--- config.mk ---
export PLATFORM = sky130hd
export DESIGN_NAME = lsu_dmem_ctrl
export DESIGN_NICKNAME = d
export VERILOG_FILES = /design/src/rtl/lsu_dmem_ctrl.sv
export SDC_FILE = /design/constraint.sdc
export NUM_CORES = 1
export LEC_CHECK = 0
export ABC_AREA = 1
export CAP_MARGIN = 30
export CORE_MARGIN = 2
export CORE_UTILIZATION = 41
export CTS_CLUSTER_DIAMETER = 100
export DETAILED_ROUTE_END_ITERATION = 6
export HOLD_SLACK_MARGIN = 0.15
export MAX_ROUTING_LAYER = met4
export PLACE_DENSITY_LB_ADDON = 0.12
export SLEW_MARGIN = 20
export SYNTH_ARGS = -nofsm -noshare
export SYNTH_HDL_FRONTEND = slang
export SYNTH_SLANG_ARGS = --single-unit
export TNS_END_PERCENT = 1
--- constraint.sdc ---
create_clock -name clk -period 4.4 [get_ports clk]
set_clock_uncertainty 0.2 [all_clocks]
set_input_delay 1.32 -clock clk [delete_from_list [all_inputs] [get_ports clk]]
set_output_delay 1.32 -clock clk [all_outputs]
set_load 0.02 [all_outputs]
--- src/rtl/lsu_dmem_ctrl.sv ---
// Load/store unit between the execute stage and a 256x16 word-addressed data
// memory. Takes one byte or word load/store per request handshake, translates
// byte addresses to word indices, does read-modify-write for byte stores and
// lane extraction plus sign/zero extension for byte loads. Misaligned or
// out-of-range requests are answered with a fault code and never reach dmem.
//
// Handshake rules (both channels): a transfer happens on a rising clk edge
// where valid and ready are both high. The request side is only ready while
// idle. The response side holds resp_valid and its payload unchanged until
// resp_ready is seen high at a rising edge.
module lsu_dmem_ctrl #(
    parameter int DMEM_DEPTH = 256
) (
    input  logic        clk,
    input  logic        rst,
    input  logic        req_valid,
    output logic        req_ready,
    input  logic        req_write,
    input  logic        req_size,
    input  logic        req_signed,
    input  logic [15:0] req_addr,
    input  logic [15:0] req_wdata,
    output logic        resp_valid,
    input  logic        resp_ready,
    output logic [15:0] resp_rdata,
    output logic [1:0]  resp_fault,
    output logic [15:0] dm_addr,
    output logic [15:0] dm_wdata,
    output logic        dm_write,
    output logic        dm_read,
    input  logic [15:0] dm_rdata,
    output logic [2:0]  dbg_state
);

    localparam int          IDX_W      = $clog2(DMEM_DEPTH);
    localparam logic [16:0] ADDR_LIMIT = 17'(2 * DMEM_DEPTH);

    localparam logic [1:0] FLT_OK    = 2'b00;
    localparam logic [1:0] FLT_ALIGN = 2'b01;
    localparam logic [1:0] FLT_RANGE = 2'b10;

    typedef enum logic [2:0] {
        S_IDLE,
        S_RD,
        S_RD_WAIT,
        S_WR,
        S_RMW_RD,
        S_RMW_WAIT,
        S_RMW_WR,
        S_RESP
    } state_t;

    state_t      r_state;
    logic        r_size;
    logic        r_signed;
    logic        r_lane;
    logic [7:0]  r_wbyte;
    logic [15:0] r_dm_addr;
    logic [15:0] r_dm_wdata;
    logic        r_dm_write;
    logic        r_dm_read;
    logic        r_resp_valid;
    logic [15:0] r_resp_rdata;
    logic [1:0]  r_resp_fault;

    logic             w_accept;
    logic             w_range_err;
    logic             w_align_err;
    logic [1:0]       w_fault;
    logic [IDX_W-1:0] w_idx;
    logic [7:0]       w_lane_byte;
    logic [15:0]      w_load_fmt;
    logic [15:0]      w_merged;

    assign req_ready  = (r_state == S_IDLE) & ~rst;
    assign w_accept   = req_valid & req_ready;

    // Range violations take priority over misalignment.
    assign w_range_err = ({1'b0, req_addr} >= ADDR_LIMIT);
    assign w_align_err = req_size & req_addr[0];
    assign w_fault     = w_range_err ? FLT_RANGE : (w_align_err ? FLT_ALIGN : FLT_OK);
    assign w_idx       = req_addr[IDX_W:1];

    // Little-endian lane select: byte address bit 0 picks the high byte.
    assign w_lane_byte = r_lane ? dm_rdata[15:8] : dm_rdata[7:0];
    assign w_load_fmt  = r_size ? dm_rdata
                                : {{8{r_signed & w_lane_byte[7]}}, w_lane_byte};
    assign w_merged    = r_lane ? {r_wbyte, dm_rdata[7:0]}
                                : {dm_rdata[15:8], r_wbyte};

    assign dm_addr    = r_dm_addr;
    assign dm_wdata   = r_dm_wdata;
    assign dm_write   = r_dm_write;
    assign dm_read    = r_dm_read;
    assign resp_valid = r_resp_valid;
    assign resp_rdata = r_resp_rdata;
    assign resp_fault = r_resp_fault;
    assign dbg_state  = r_state;

    // Request sequencer: latches the request, drives dmem strobes one state at
    // a time and holds the response until the consumer takes it.
    always_ff @(posedge clk or posedge rst) begin
        if (rst) begin
            r_state      <= S_IDLE;
            r_size       <= 1'b0;
            r_signed     <= 1'b0;
            r_lane       <= 1'b0;
            r_wbyte      <= 8'd0;
            r_dm_addr    <= 16'd0;
            r_dm_wdata   <= 16'd0;
            r_dm_write   <= 1'b0;
            r_dm_read    <= 1'b0;
            r_resp_valid <= 1'b0;
            r_resp_rdata <= 16'd0;
            r_resp_fault <= FLT_OK;
        end else begin
            case (r_state)
                S_IDLE: begin
                    if (w_accept) begin
                        r_size   <= req_size;
                        r_signed <= req_signed;
                        r_lane   <= req_addr[0];
                        r_wbyte  <= req_wdata[7:0];
                        if (w_fault != FLT_OK) begin
                            r_resp_fault <= w_fault;
                            r_resp_valid <= 1'b1;
                            r_state      <= S_RESP;
                        end else begin
                            r_dm_addr <= 16'(w_idx);
                            if (req_write && req_size) begin
                                r_dm_write <= 1'b1;
                                r_dm_wdata <= req_wdata;
                                r_state    <= S_WR;
                            end else if (req_write) begin
                                r_dm_read <= 1'b1;
                                r_state   <= S_RMW_RD;
                            end else begin
                                r_dm_read <= 1'b1;
                                r_state   <= S_RD;
                            end
                        end
                    end
                end
                S_RD: begin
                    r_dm_read <= 1'b0;
                    r_state   <= S_RD_WAIT;
                end
                S_RD_WAIT: begin
                    r_resp_rdata <= w_load_fmt;
                    r_resp_valid <= 1'b1;
                    r_state      <= S_RESP;
                end
                S_WR: begin
                    r_dm_write   <= 1'b0;
                    r_dm_wdata   <= 16'd0;
                    r_resp_valid <= 1'b1;
                    r_state      <= S_RESP;
                end
                S_RMW_RD: begin
                    r_dm_read <= 1'b0;
                    r_state   <= S_RMW_WAIT;
                end
                S_RMW_WAIT: begin
                    r_dm_write <= 1'b1;
                    r_dm_wdata <= w_merged;
                    r_state    <= S_RMW_WR;
                end
                S_RMW_WR: begin
                    r_dm_write   <= 1'b0;
                    r_dm_wdata   <= 16'd0;
                    r_resp_valid <= 1'b1;
                    r_state      <= S_RESP;
                end
                S_RESP: begin
                    if (resp_ready) begin
                        r_resp_valid <= 1'b0;
                        r_resp_rdata <= 16'd0;
                        r_resp_fault <= FLT_OK;
                        r_state      <= S_IDLE;
                    end
                end
                default: begin
                    r_state <= S_IDLE;
                end
            endcase
        end
    end

endmodule
==> flow_metrics.tcl <==
set metrics [dict create \
    area.growth.synth_to_final_pct 40.1 \
    netlist_top_cells_area "dfrtp_1 46%, nand2_1 19%, nand3_1 5.8%" \
    viasPerCell 4.93 \
    syn_area_per_cell_um2 7.69 \
    drcViolationCount 0 \
    ys.flop_type "dfrtp_1" \
    rr_startpoint "dbg_state[0]$_DFFE_PP0P_" \
    synth.distinct_cells 29 \
    detail-route-antenna-nets 0 \
    yosysWarnings 0 \
    insertion_delay_ps 330 \
    critPathLaunchType "input pin" \
    power_leakage_nw 2.12 \
    die_y_um 92.2 \
    die-area_um2 8500 \
    place_area_um2 4240 \
    drv_slew 0 \
    worst_r2r_path_depth 8 \
    ys_seq_area_share_pct 46.3 \
    cp.arrival_ps 2660 \
    slew_headroom_pct 48.8 \
    synth_edf_count 0 \
    r2r_slack_ps 2240 \
    crit_type "in -> out" \
    ir_drop_mv 0.346 \
    htree_levels 3 \
    antenna_found_initial 0 \
    min_from "dm_addr[7]$_DFFE_PP0P_" \
    min_period_over_period_pct 95.1 \
    nets 571 \
    clockRootBuffer "clkbuf_8" \
    hold_class "reg -> reg" \
    initial_utilization_pct 41.7 \
    drt_iter0_drc 165 \
    worstHoldEndpoint "dm_addr[7]$_DFFE_PP0P_" \
    route.vias.total 3067 \
    wl_mm 8.51 \
    multi_input_area_um2 1470 \
    max_freq_mhz 239 \
    globalplace.congestion 0.923 \
    die_x_um 92.2 \
    path_clk_slew_ps 70 \
    numCtsBuffers 9 \
    cts_setup_buffers 0 \
    rsz0062_at_grt "false" \
    p_total_mw 3.08 \
    grt_first_pass_wirelength_mm 14.0 \
    grt_pass1_vias 2924 \
    fill_cells 705 \
    num_antenna_cells 0 \
    clk_path_buf_depth 2 \
    coreArea_um2 7650 \
    setup_viol_count_final 0 \
    synth_area_leader_cell "dfrtp_1" \
    grt_overflow_total 0 \
    grt_max_degree 61 \
    drive_gt1_share_pct 8.08 \
    crit_chain "clkdlybuf4s50_1, clkinvlp_4, nand3_2, inv_1, clkdlybuf4s50_1" \
    cp_max_fo 2 \
    async_flop_share_pct 100 \
    synth_most_common_cell "nand2_1" \
    crit_slowest_cell "clkdlybuf4s50_1" \
    io_buffers 103 \
    track_usage_pct 21.6 \
    dr.pass1.iters 5 \
    cp_common_cell "clkdlybuf4s50_1" \
    yosys_register_bits 59 \
    power_density_nw_per_um2 689 \
    syn-instance-count 415 \
    stdcell_area_um2 4470 \
    synth_top_area_share_pct 46.3 \
    crit_path_max_incr_delay_ps 610 \
    min_period_ps 4180 \
    seq_area_um2 1480 \
    status "finished, final reports clean" \
    synth_common_cells "161 x nand2_1, 59 x dfrtp_1, 37 x nand3_1" \
    whs_path_depth 2 \
    worstPathRequired_ps 2880 \
    cts_tree "built" \
    row_count 32 \
    synthesis.area_um2 3190 \
    finalSetupTns_ps 0 \
    ctsResizeCount 0 \
    cap_violations 0 \
    endpoint_kind "output port" \
    finalHoldViolCount 0 \
    dp_hpwl_mm 6.21 \
    rr_endpoint "dm_wdata[13]$_DFFE_PP0P_" \
    hold_buffers 0 \
    ios 112 \
    cts.sinks 59 \
    wl_per_cell_um 13.7 \
    worstMarginPinSlew_ps 768 \
]
worst max-delay path by stage:
stage / startpoint / to / slack, ps / cells past startpoint
final: rst / req_ready / 220 / 5
after CTS: rst / req_ready / 220 / 5
after global routing: rst / req_ready / 150 / 5
after detailed placement: rst / req_ready / 230 / 5
after floorplan: rst / req_ready / 230 / 3
after global placement: rst / req_ready / 210 / 5
report_power, final:
part | internal (mW) | switching, mW | leakage, nW
logic | 0.623 | 1.00 | 1.26
clock network | 0.349 | 0.222 | 0.113
registers | 0.753 | 0.124 | 0.748
total | 1.73 | 1.35 | 2.12
critical path, delay by kind of cell:
family,cells,cell delay [ps]
buffers and inverters,4,1240
AND/OR/NAND/NOR,1,100
area by class of cell:
type	instances	area share, %
Sequential cell	59	33.1
Multi-Input combinational cell	309	32.9
Timing Repair Buffer	105	23.4
Clock buffer	12	3.47
Tap cell	102	2.86
Inverter	31	2.69
Clock inverter	4	1.62
metal layers:
layer	GRT usage, %	share of wire (%)	vias to the layer above
met2	33.7	48	103
met3	4.44	5.2	14
met5	-	0	-
li1	-	-	1523
met1	28.7	45	1427
met4	6.59	1.4	0
per-stage QoR:
stage	hold WS [ps]	utilization (%)	setup WS (ps)	cells
2_1_floorplan	236	-	232	422
3_3_place_gp	262	55.4	212	606
3_5_place_dp	264	55.4	225	606
4_1_cts	287	58.4	216	622
5_1_grt	307	58.4	145	622
6_report	284	58.4	216	622
flip-flops by register name, summed over array words and instances (netlist names), 2 cells and up:
| register | cells |
|---|---|
| dbg_state | 3 |
| dm_addr | 8 |
| resp_fault | 2 |
| resp_rdata | 16 |
| dm_wdata | 16 |
| r_wbyte | 8 |
cells by family (layout without fill, tap and decap cells):
family / Yosys count / count (layout) / share of synthesized area [%]
other: 1 / 8 / 0.118
AO/OA/AOI/OAI: 59 / 59 / 10.8
adder cells (fa/ha/maj): 1 / 1 / 0.628
buffers and inverters: 54 / 152 / 8.47
AND/OR/NAND/NOR: 241 / 241 / 33.7
flip-flops: 59 / 59 / 46.3
cells in the final DEF (no fill, tap or decap), types with 6 or more instances in the layout:
cell type,instances
a21oi_1,10
clkbuf_8,11
clkdlybuf4s50_1,103
conb_1,8
dfrtp_1,59
inv_1,22
inv_2,7
nand2_1,161
nand3_1,37
nor2_1,22
nor2_4,6
o211ai_1,8
o21ai_0,27
o31ai_1,7
Note: power is estimated with default switching activity, not from simulation.
